<file path="config.mk">
export PLATFORM = sky130hd
export DESIGN_NAME = pipeline_hazard_ctrl_flat
export DESIGN_NICKNAME = d
export VERILOG_FILES = /design/src/rtl/pipeline_hazard_ctrl_if.sv /design/src/rtl/pipeline_hazard_ctrl.sv /design/src/flat_wrapper.sv
export SDC_FILE = /design/constraint.sdc
export NUM_CORES = 1
export LEC_CHECK = 0
export BUFFER_PORTS_ARGS = -buffer_cell sky130_fd_sc_hd__buf_4
export CAP_MARGIN = 20
export CORE_ASPECT_RATIO = 0.7
export CORE_UTILIZATION = 23
export DETAILED_ROUTE_END_ITERATION = 10
export PLACE_DENSITY = 0.58
export SYNTH_ARGS = -nofsm -noshare
export SYNTH_HDL_FRONTEND = slang
export SYNTH_SLANG_ARGS = --single-unit
</file>
<file path="constraint.sdc">
create_clock -name clk -period 3.95 [get_ports clk]
set_input_delay 0.5925 -clock clk [delete_from_list [all_inputs] [get_ports clk]]
set_output_delay 0.5925 -clock clk [all_outputs]
set_load 0.05 [all_outputs]
</file>
<file path="src/rtl/pipeline_hazard_ctrl_if.sv">
// rtl/pipeline_hazard_ctrl_if.sv - pipeline-side signal bundle of the hazard/flush controller
interface pipeline_hazard_ctrl_if #(
  parameter int XLEN  = 32,
  parameter int CNT_W = 16
);
  logic [4:0]       id_rs1;
  logic [4:0]       id_rs2;
  logic             id_uses_rs1;
  logic             id_uses_rs2;
  logic [4:0]       ex_rd;
  logic             ex_MemRead;
  logic             ex_Branch;
  logic             ex_branch_taken;
  logic             ex_Jump;
  logic [XLEN-1:0]  ex_target;
  logic             mem_req;
  logic             mem_ready;
  logic             cnt_clear;
  logic             pc_write;
  logic             if_id_write;
  logic             if_id_flush;
  logic             id_ex_flush;
  logic             pipe_hold;
  logic             pc_sel;
  logic [XLEN-1:0]  pc_redirect;
  logic [CNT_W-1:0] stall_cycles;
  logic [CNT_W-1:0] flush_events;

  modport master (
    output id_rs1, id_rs2, id_uses_rs1, id_uses_rs2, ex_rd, ex_MemRead, ex_Branch,
           ex_branch_taken, ex_Jump, ex_target, mem_req, mem_ready, cnt_clear,
    input  pc_write, if_id_write, if_id_flush, id_ex_flush, pipe_hold, pc_sel,
           pc_redirect, stall_cycles, flush_events
  );

  modport slave (
    input  id_rs1, id_rs2, id_uses_rs1, id_uses_rs2, ex_rd, ex_MemRead, ex_Branch,
           ex_branch_taken, ex_Jump, ex_target, mem_req, mem_ready, cnt_clear,
    output pc_write, if_id_write, if_id_flush, id_ex_flush, pipe_hold, pc_sel,
           pc_redirect, stall_cycles, flush_events
  );
endinterface

</file>
<file path="src/rtl/pipeline_hazard_ctrl.sv">
// rtl/pipeline_hazard_ctrl.sv - load-use / redirect / memory-wait hazard controller
// with a redirect flush stretcher and saturating stall/flush counters.
module pipeline_hazard_ctrl #(
  parameter int XLEN         = 32,
  parameter int FLUSH_CYCLES = 1,
  parameter int CNT_W        = 16
) (
  input  logic                 clk,
  input  logic                 reset_n,
  pipeline_hazard_ctrl_if.slave bus
);
  localparam int FC_W = $clog2(FLUSH_CYCLES + 1);
  localparam logic [CNT_W-1:0] CNT_MAX = '1;

  typedef enum logic {RUN, FLUSH} state_t;

  state_t          state, state_nxt;
  logic [FC_W-1:0] flush_cnt, flush_cnt_nxt;
  logic [CNT_W-1:0] stall_q, flush_q;
  logic            load_use, redirect, mem_stall;
  logic            stall_inc, flush_inc;

  assign load_use  = bus.ex_MemRead && (bus.ex_rd != 5'd0) &&
                     ((bus.id_uses_rs1 && (bus.id_rs1 == bus.ex_rd)) ||
                      (bus.id_uses_rs2 && (bus.id_rs2 == bus.ex_rd)));
  assign redirect  = (bus.ex_Branch && bus.ex_branch_taken) || bus.ex_Jump;
  assign mem_stall = bus.mem_req && !bus.mem_ready;

  // A load-use bubble only counts when it is actually inserted.
  assign stall_inc = mem_stall || (state == RUN && !redirect && load_use);
  assign flush_inc = !mem_stall && redirect;

  always_ff @(posedge clk or negedge reset_n) begin
    if (!reset_n) begin
      state     <= RUN;
      flush_cnt <= '0;
    end else begin
      state     <= state_nxt;
      flush_cnt <= flush_cnt_nxt;
    end
  end

  always_comb begin
    state_nxt     = state;
    flush_cnt_nxt = flush_cnt;
    if (mem_stall) begin
      state_nxt     = state;
      flush_cnt_nxt = flush_cnt;
    end else if (redirect) begin
      if (FLUSH_CYCLES > 1) begin
        state_nxt     = FLUSH;
        flush_cnt_nxt = FC_W'(FLUSH_CYCLES - 1);
      end else begin
        state_nxt     = RUN;
        flush_cnt_nxt = '0;
      end
    end else if (state == FLUSH) begin
      flush_cnt_nxt = flush_cnt - FC_W'(1);
      if (flush_cnt == FC_W'(1)) state_nxt = RUN;
    end
  end

  always_comb begin
    bus.pc_write    = 1'b1;
    bus.if_id_write = 1'b1;
    bus.if_id_flush = 1'b0;
    bus.id_ex_flush = 1'b0;
    bus.pipe_hold   = 1'b0;
    bus.pc_sel      = 1'b0;
    if (!reset_n) begin
      bus.pc_write    = 1'b0;
      bus.if_id_write = 1'b0;
      bus.if_id_flush = 1'b1;
      bus.id_ex_flush = 1'b1;
    end else if (mem_stall) begin
      bus.pc_write    = 1'b0;
      bus.if_id_write = 1'b0;
      bus.pipe_hold   = 1'b1;
    end else if (redirect) begin
      bus.pc_sel      = 1'b1;
      bus.if_id_flush = 1'b1;
      bus.id_ex_flush = 1'b1;
    end else if (state == FLUSH) begin
      bus.if_id_flush = 1'b1;
    end else if (load_use) begin
      bus.pc_write    = 1'b0;
      bus.if_id_write = 1'b0;
      bus.id_ex_flush = 1'b1;
    end
  end

  assign bus.pc_redirect = XLEN'(bus.ex_target);

  always_ff @(posedge clk or negedge reset_n) begin
    if (!reset_n) begin
      stall_q <= '0;
      flush_q <= '0;
    end else if (bus.cnt_clear) begin
      stall_q <= '0;
      flush_q <= '0;
    end else begin
      if (stall_inc && stall_q != CNT_MAX) stall_q <= stall_q + CNT_W'(1);
      if (flush_inc && flush_q != CNT_MAX) flush_q <= flush_q + CNT_W'(1);
    end
  end

  assign bus.stall_cycles = stall_q;
  assign bus.flush_events = flush_q;
endmodule

</file>
<file path="src/flat_wrapper.sv">
// flat-port wrapper written by rule: the top's interface ports become plain ports
module pipeline_hazard_ctrl_flat 
#(
  parameter int XLEN         = 32,
  parameter int FLUSH_CYCLES = 1,
  parameter int CNT_W        = 16
)
  (clk, reset_n, bus_id_rs1, bus_id_rs2, bus_id_uses_rs1, bus_id_uses_rs2, bus_ex_rd, bus_ex_MemRead, bus_ex_Branch, bus_ex_branch_taken, bus_ex_Jump, bus_ex_target, bus_mem_req, bus_mem_ready, bus_cnt_clear, bus_pc_write, bus_if_id_write, bus_if_id_flush, bus_id_ex_flush, bus_pipe_hold, bus_pc_sel, bus_pc_redirect, bus_stall_cycles, bus_flush_events);
  pipeline_hazard_ctrl_if #(.XLEN(XLEN), .CNT_W(CNT_W)) bus_i ();
  input  logic clk;
  input  logic reset_n;
  input wire logic [$bits(bus_i.id_rs1)-1:0] bus_id_rs1;
  input wire logic [$bits(bus_i.id_rs2)-1:0] bus_id_rs2;
  input wire logic [$bits(bus_i.id_uses_rs1)-1:0] bus_id_uses_rs1;
  input wire logic [$bits(bus_i.id_uses_rs2)-1:0] bus_id_uses_rs2;
  input wire logic [$bits(bus_i.ex_rd)-1:0] bus_ex_rd;
  input wire logic [$bits(bus_i.ex_MemRead)-1:0] bus_ex_MemRead;
  input wire logic [$bits(bus_i.ex_Branch)-1:0] bus_ex_Branch;
  input wire logic [$bits(bus_i.ex_branch_taken)-1:0] bus_ex_branch_taken;
  input wire logic [$bits(bus_i.ex_Jump)-1:0] bus_ex_Jump;
  input wire logic [$bits(bus_i.ex_target)-1:0] bus_ex_target;
  input wire logic [$bits(bus_i.mem_req)-1:0] bus_mem_req;
  input wire logic [$bits(bus_i.mem_ready)-1:0] bus_mem_ready;
  input wire logic [$bits(bus_i.cnt_clear)-1:0] bus_cnt_clear;
  output wire logic [$bits(bus_i.pc_write)-1:0] bus_pc_write;
  output wire logic [$bits(bus_i.if_id_write)-1:0] bus_if_id_write;
  output wire logic [$bits(bus_i.if_id_flush)-1:0] bus_if_id_flush;
  output wire logic [$bits(bus_i.id_ex_flush)-1:0] bus_id_ex_flush;
  output wire logic [$bits(bus_i.pipe_hold)-1:0] bus_pipe_hold;
  output wire logic [$bits(bus_i.pc_sel)-1:0] bus_pc_sel;
  output wire logic [$bits(bus_i.pc_redirect)-1:0] bus_pc_redirect;
  output wire logic [$bits(bus_i.stall_cycles)-1:0] bus_stall_cycles;
  output wire logic [$bits(bus_i.flush_events)-1:0] bus_flush_events;
  assign bus_i.id_rs1 = bus_id_rs1;
  assign bus_i.id_rs2 = bus_id_rs2;
  assign bus_i.id_uses_rs1 = bus_id_uses_rs1;
  assign bus_i.id_uses_rs2 = bus_id_uses_rs2;
  assign bus_i.ex_rd = bus_ex_rd;
  assign bus_i.ex_MemRead = bus_ex_MemRead;
  assign bus_i.ex_Branch = bus_ex_Branch;
  assign bus_i.ex_branch_taken = bus_ex_branch_taken;
  assign bus_i.ex_Jump = bus_ex_Jump;
  assign bus_i.ex_target = bus_ex_target;
  assign bus_i.mem_req = bus_mem_req;
  assign bus_i.mem_ready = bus_mem_ready;
  assign bus_i.cnt_clear = bus_cnt_clear;
  assign bus_pc_write = bus_i.pc_write;
  assign bus_if_id_write = bus_i.if_id_write;
  assign bus_if_id_flush = bus_i.if_id_flush;
  assign bus_id_ex_flush = bus_i.id_ex_flush;
  assign bus_pipe_hold = bus_i.pipe_hold;
  assign bus_pc_sel = bus_i.pc_sel;
  assign bus_pc_redirect = bus_i.pc_redirect;
  assign bus_stall_cycles = bus_i.stall_cycles;
  assign bus_flush_events = bus_i.flush_events;
  pipeline_hazard_ctrl #(.XLEN(XLEN), .FLUSH_CYCLES(FLUSH_CYCLES), .CNT_W(CNT_W)) u_core (.clk(clk), .reset_n(reset_n), .bus(bus_i));
endmodule
</file>
==> metrics.md <==
| Metric | Value |
|---|---|
| Vias | 1875 |
| Clk_lat worst skew | 0.27 ns |
| Setup WS post-layout | 1.09 ns |
| CP delay by family, top | simple AND/OR/NAND/NOR gates |
| Layout cells sized above 1 | 0.275 |
| Initial drt markers | 71 |
| DP Area | 0.00257 mm2 |
| Startpoint types | input port |
| Synthesized cell area | 0.00223 mm2 |
| Number of global-route vias before repair | 1811 |
| Max-cap violations | 0 |
| CTS H-tree lvls | 2 |
| DR pass1 iterations | 4 |
| WL/cell | 13.5 um |
| Final core occ | 0.292 |
| Worst Skew | 0.00793 ns |
| Final setup viols | 0 |
| DPL Wire Length | 4200 um |
| Core ar. | 0.00925 mm2 |
| Reg-to-reg slack, setup | 1.39 ns |
| Peak VDD IR | 0.153 mV |
| Post-synth EDFFs | 0 |
| Die Span X | 120 um |
| RSZ-0062 raised after global routing | false |
| Crit-path most repeated cell | buf_4 |
| Hold WS | 0.405 ns |
| Crit path required time | 3.36 ns |
| Minimum clock period | 2.86 ns |
| # hold bufs at CTS | 0 |
| Post-CTS sizing | 0 |
| GPL Wtd Cong | 0.760 |
| CP Max Fanout | 3 |
| Crit Path Category | in2out |
| Reg2Reg Launch Point | u_core.bus.stall_cycles[0] |
| Fin nets | 344 |
| Slew Limit Fails | 0 |
| Wirelength, routed | 5510 um |
| Mapped Nets | 313 |
| GRT overflow | 0 |
| Cell variety after synth | 40 |
| CP peak stage delay | 0.54 ns |
| Pin count of the biggest net entering global routing | 37 |
| Hold crit path type | in2async |
| Root Buffer Master | clkbuf_16 |
| Yosys warns | 0 |
| GRT Util Overall | 0.113 |
| Num ports | 128 |
| Postcts setup bufs | 0 |
| Routed Antenna Nets | 0 |
| TritonCTS Buffers | 5 |
| Initial antenna violation count | 0 |
| Design Area, Final | 0.00270 mm2 |
| TritonCTS clock tree | done |
| Number of fill cells | 1006 |
| First-pass GRT wire length | 9120 um |
| Primary FF master, synth | dfrtp_1 |
| DR vias/cell | 4.60 |
| Reg2reg path depth | 7 |
| Slew HR | 0.453 |
| CP max-delay cell | or4_1 |
| Area growth syn-to-layout | 21.2% |
| DIE AREA | 0.0101 mm2 |
| Die H | 84.4 um |
| Starting Density | 0.241 |
| Critical Path Start | bus_ex_rd[0] |
| CP arrival | 2.26 ns |
| Pwr dens | 312 mW/mm2 |
| Status | finished, final reports clean |
| Gate count after technology mapping | 253 |
| Reg2reg end | u_core.bus.stall_cycles[12] |
| LEAKAGE | 1.16 nW |
| Clk pin slew, worst setup/hold paths | 0.06 ns |
| Top achievable clock speed | 350 MHz |
| N_diodes | 0 |
| Worst slew pin tran | 0.820 ns |
| CP Capture Type | primary output |
| Clock sink total | 34 |
| Synth async-reset ratio | 1.00 |
| Mapped Avg Cell Area | 8.81 um2 |
| Fraction of the yosys area taken by sequential cells | 0.382 |
| # rows | 29 |
| DRC viols | 0 |
| Final period utilization | 0.723 |
| Worst slack, placed | 1.10 ns |
| Clock Path Buffers | 2 |
| Worst Path Buf+Inv | 2 |
| Final hold violation count | 0 |
| #FFs+latches synth | 34 |
| Setup_tns | 0 ns |
| CP cell instances | buf_4, or4_1, o21ai_2, and2b_1, a211oi_1, buf_4 |
| Port bufs | 63 |
## layout make-up
class,instances,area [um2],area share
clock inverters,2,10.0,0.00370
flip-flops and latches,34,851,0.315
clock buffers,5,125,0.0463
inverters,5,18.8,0.00694
repair buffers,64,480,0.178
multi-input cells,174,1060,0.393
well taps,124,155,0.0574
## worst reg2reg max path: cells and delay by family, from the launching register on
family	cells	cell delay (ns)
AO/OA/AOI/OAI	3	1.03
adder cells (fa/ha/maj)	1	0.34
flip-flops	1	0.43
AND/OR/NAND/NOR	3	0.68
## cells in the mapped netlist (2+ instances only)
master	count	share of area
clkbuf_1	4	0.0067
ha_1	2	0.011
xnor2_1	13	0.051
and4_1	2	0.0079
nor2b_1	4	0.011
nand2_1	17	0.029
or4_1	3	0.010
mux2i_1	2	0.0090
mux2_2	2	0.010
nor3_1	5	0.011
o21ai_0	14	0.031
nor3b_1	2	0.0067
dfrtp_1	34	0.38
and3_1	2	0.0056
a21oi_1	13	0.029
xor2_1	13	0.051
nand3_1	9	0.020
nand4_1	11	0.031
or3_1	11	0.031
nor2_1	29	0.049
o2111ai_1	2	0.0079
buf_4	33	0.11
a21oi_2	2	0.0079
inv_1	5	0.0084
nor4_1	4	0.011
## metal layers
| metal | vias up | wire length [um] | track usage |
|---|---|---|---|
| met3 | 2 | 276 | 0.0346 |
| li1 | 914 | - | - |
| met1 | 919 | 2960 | 0.169 |
| met2 | 40 | 2260 | 0.160 |
| met5 | - | 0 | 0 |
| met4 | 0 | 13 | 0.0205 |
## worst max-delay path by stage
| stage | cells past startpoint | endpoint | slack (ns) |
|---|---|---|---|
| floorplan | 5 | bus_pc_write | 0.22 |
| detailed placement | 6 | bus_pc_write | 1.10 |
| finish | 6 | bus_pc_write | 1.09 |
| global route | 6 | bus_pc_write | 1.01 |
| CTS | 6 | bus_pc_write | 1.07 |
| global placement | 6 | bus_if_id_write | 1.09 |
## sequential cells by signal, summed over array words and instances, names as in the netlist
register / flops
u_core.state: 1
u_core.bus.flush_events: 16
u_core.bus.stall_cycles: 16
u_core.flush_cnt: 1
## where the power goes
group	leakage [nW]	internal [mW]	switching [mW]
Combinational	0.619	0.0447	0.0736
Clock	0.0694	0.227	0.139
Sequential	0.473	0.352	0.00550
Total	1.16	0.625	0.219
## stage by stage
stage	power, mW	cells
floorplan	0.522	253
global placement	0.483	401
detailed placement	0.485	401
CTS	0.861	408
global route	0.884	408
finish	0.843	408
## kinds of logic (layout without fill, tap and decap cells)
logic type               count (synthesis)  count (layout)  synth area share
XOR/XNOR                                26              26             0.102
adder cells (fa/ha/maj)                  2               2            0.0112
AND/OR/NAND/NOR                        103             103             0.239
buffers and inverters                   45              76             0.142
AO/OA/AOI/OAI                           39              39             0.105
flip-flops                              34              34             0.382
multiplexers                             4               4            0.0191
## cell usage in the layout (no fill, tap or decap), types with 3 or more instances in the layout
| master | count |
|---|---|
| a21oi_1 | 13 |
| buf_4 | 64 |
| clkbuf_16 | 5 |
| dfrtp_1 | 34 |
| inv_1 | 5 |
| nand2_1 | 17 |
| nand3_1 | 9 |
| nand4_1 | 11 |
| nor2_1 | 29 |
| nor2b_1 | 4 |
| nor3_1 | 5 |
| nor4_1 | 4 |
| o21ai_0 | 14 |
| or3_1 | 11 |
| or4_1 | 3 |
| xnor2_1 | 13 |
| xor2_1 | 13 |
(Power assumes the default switching activity.)
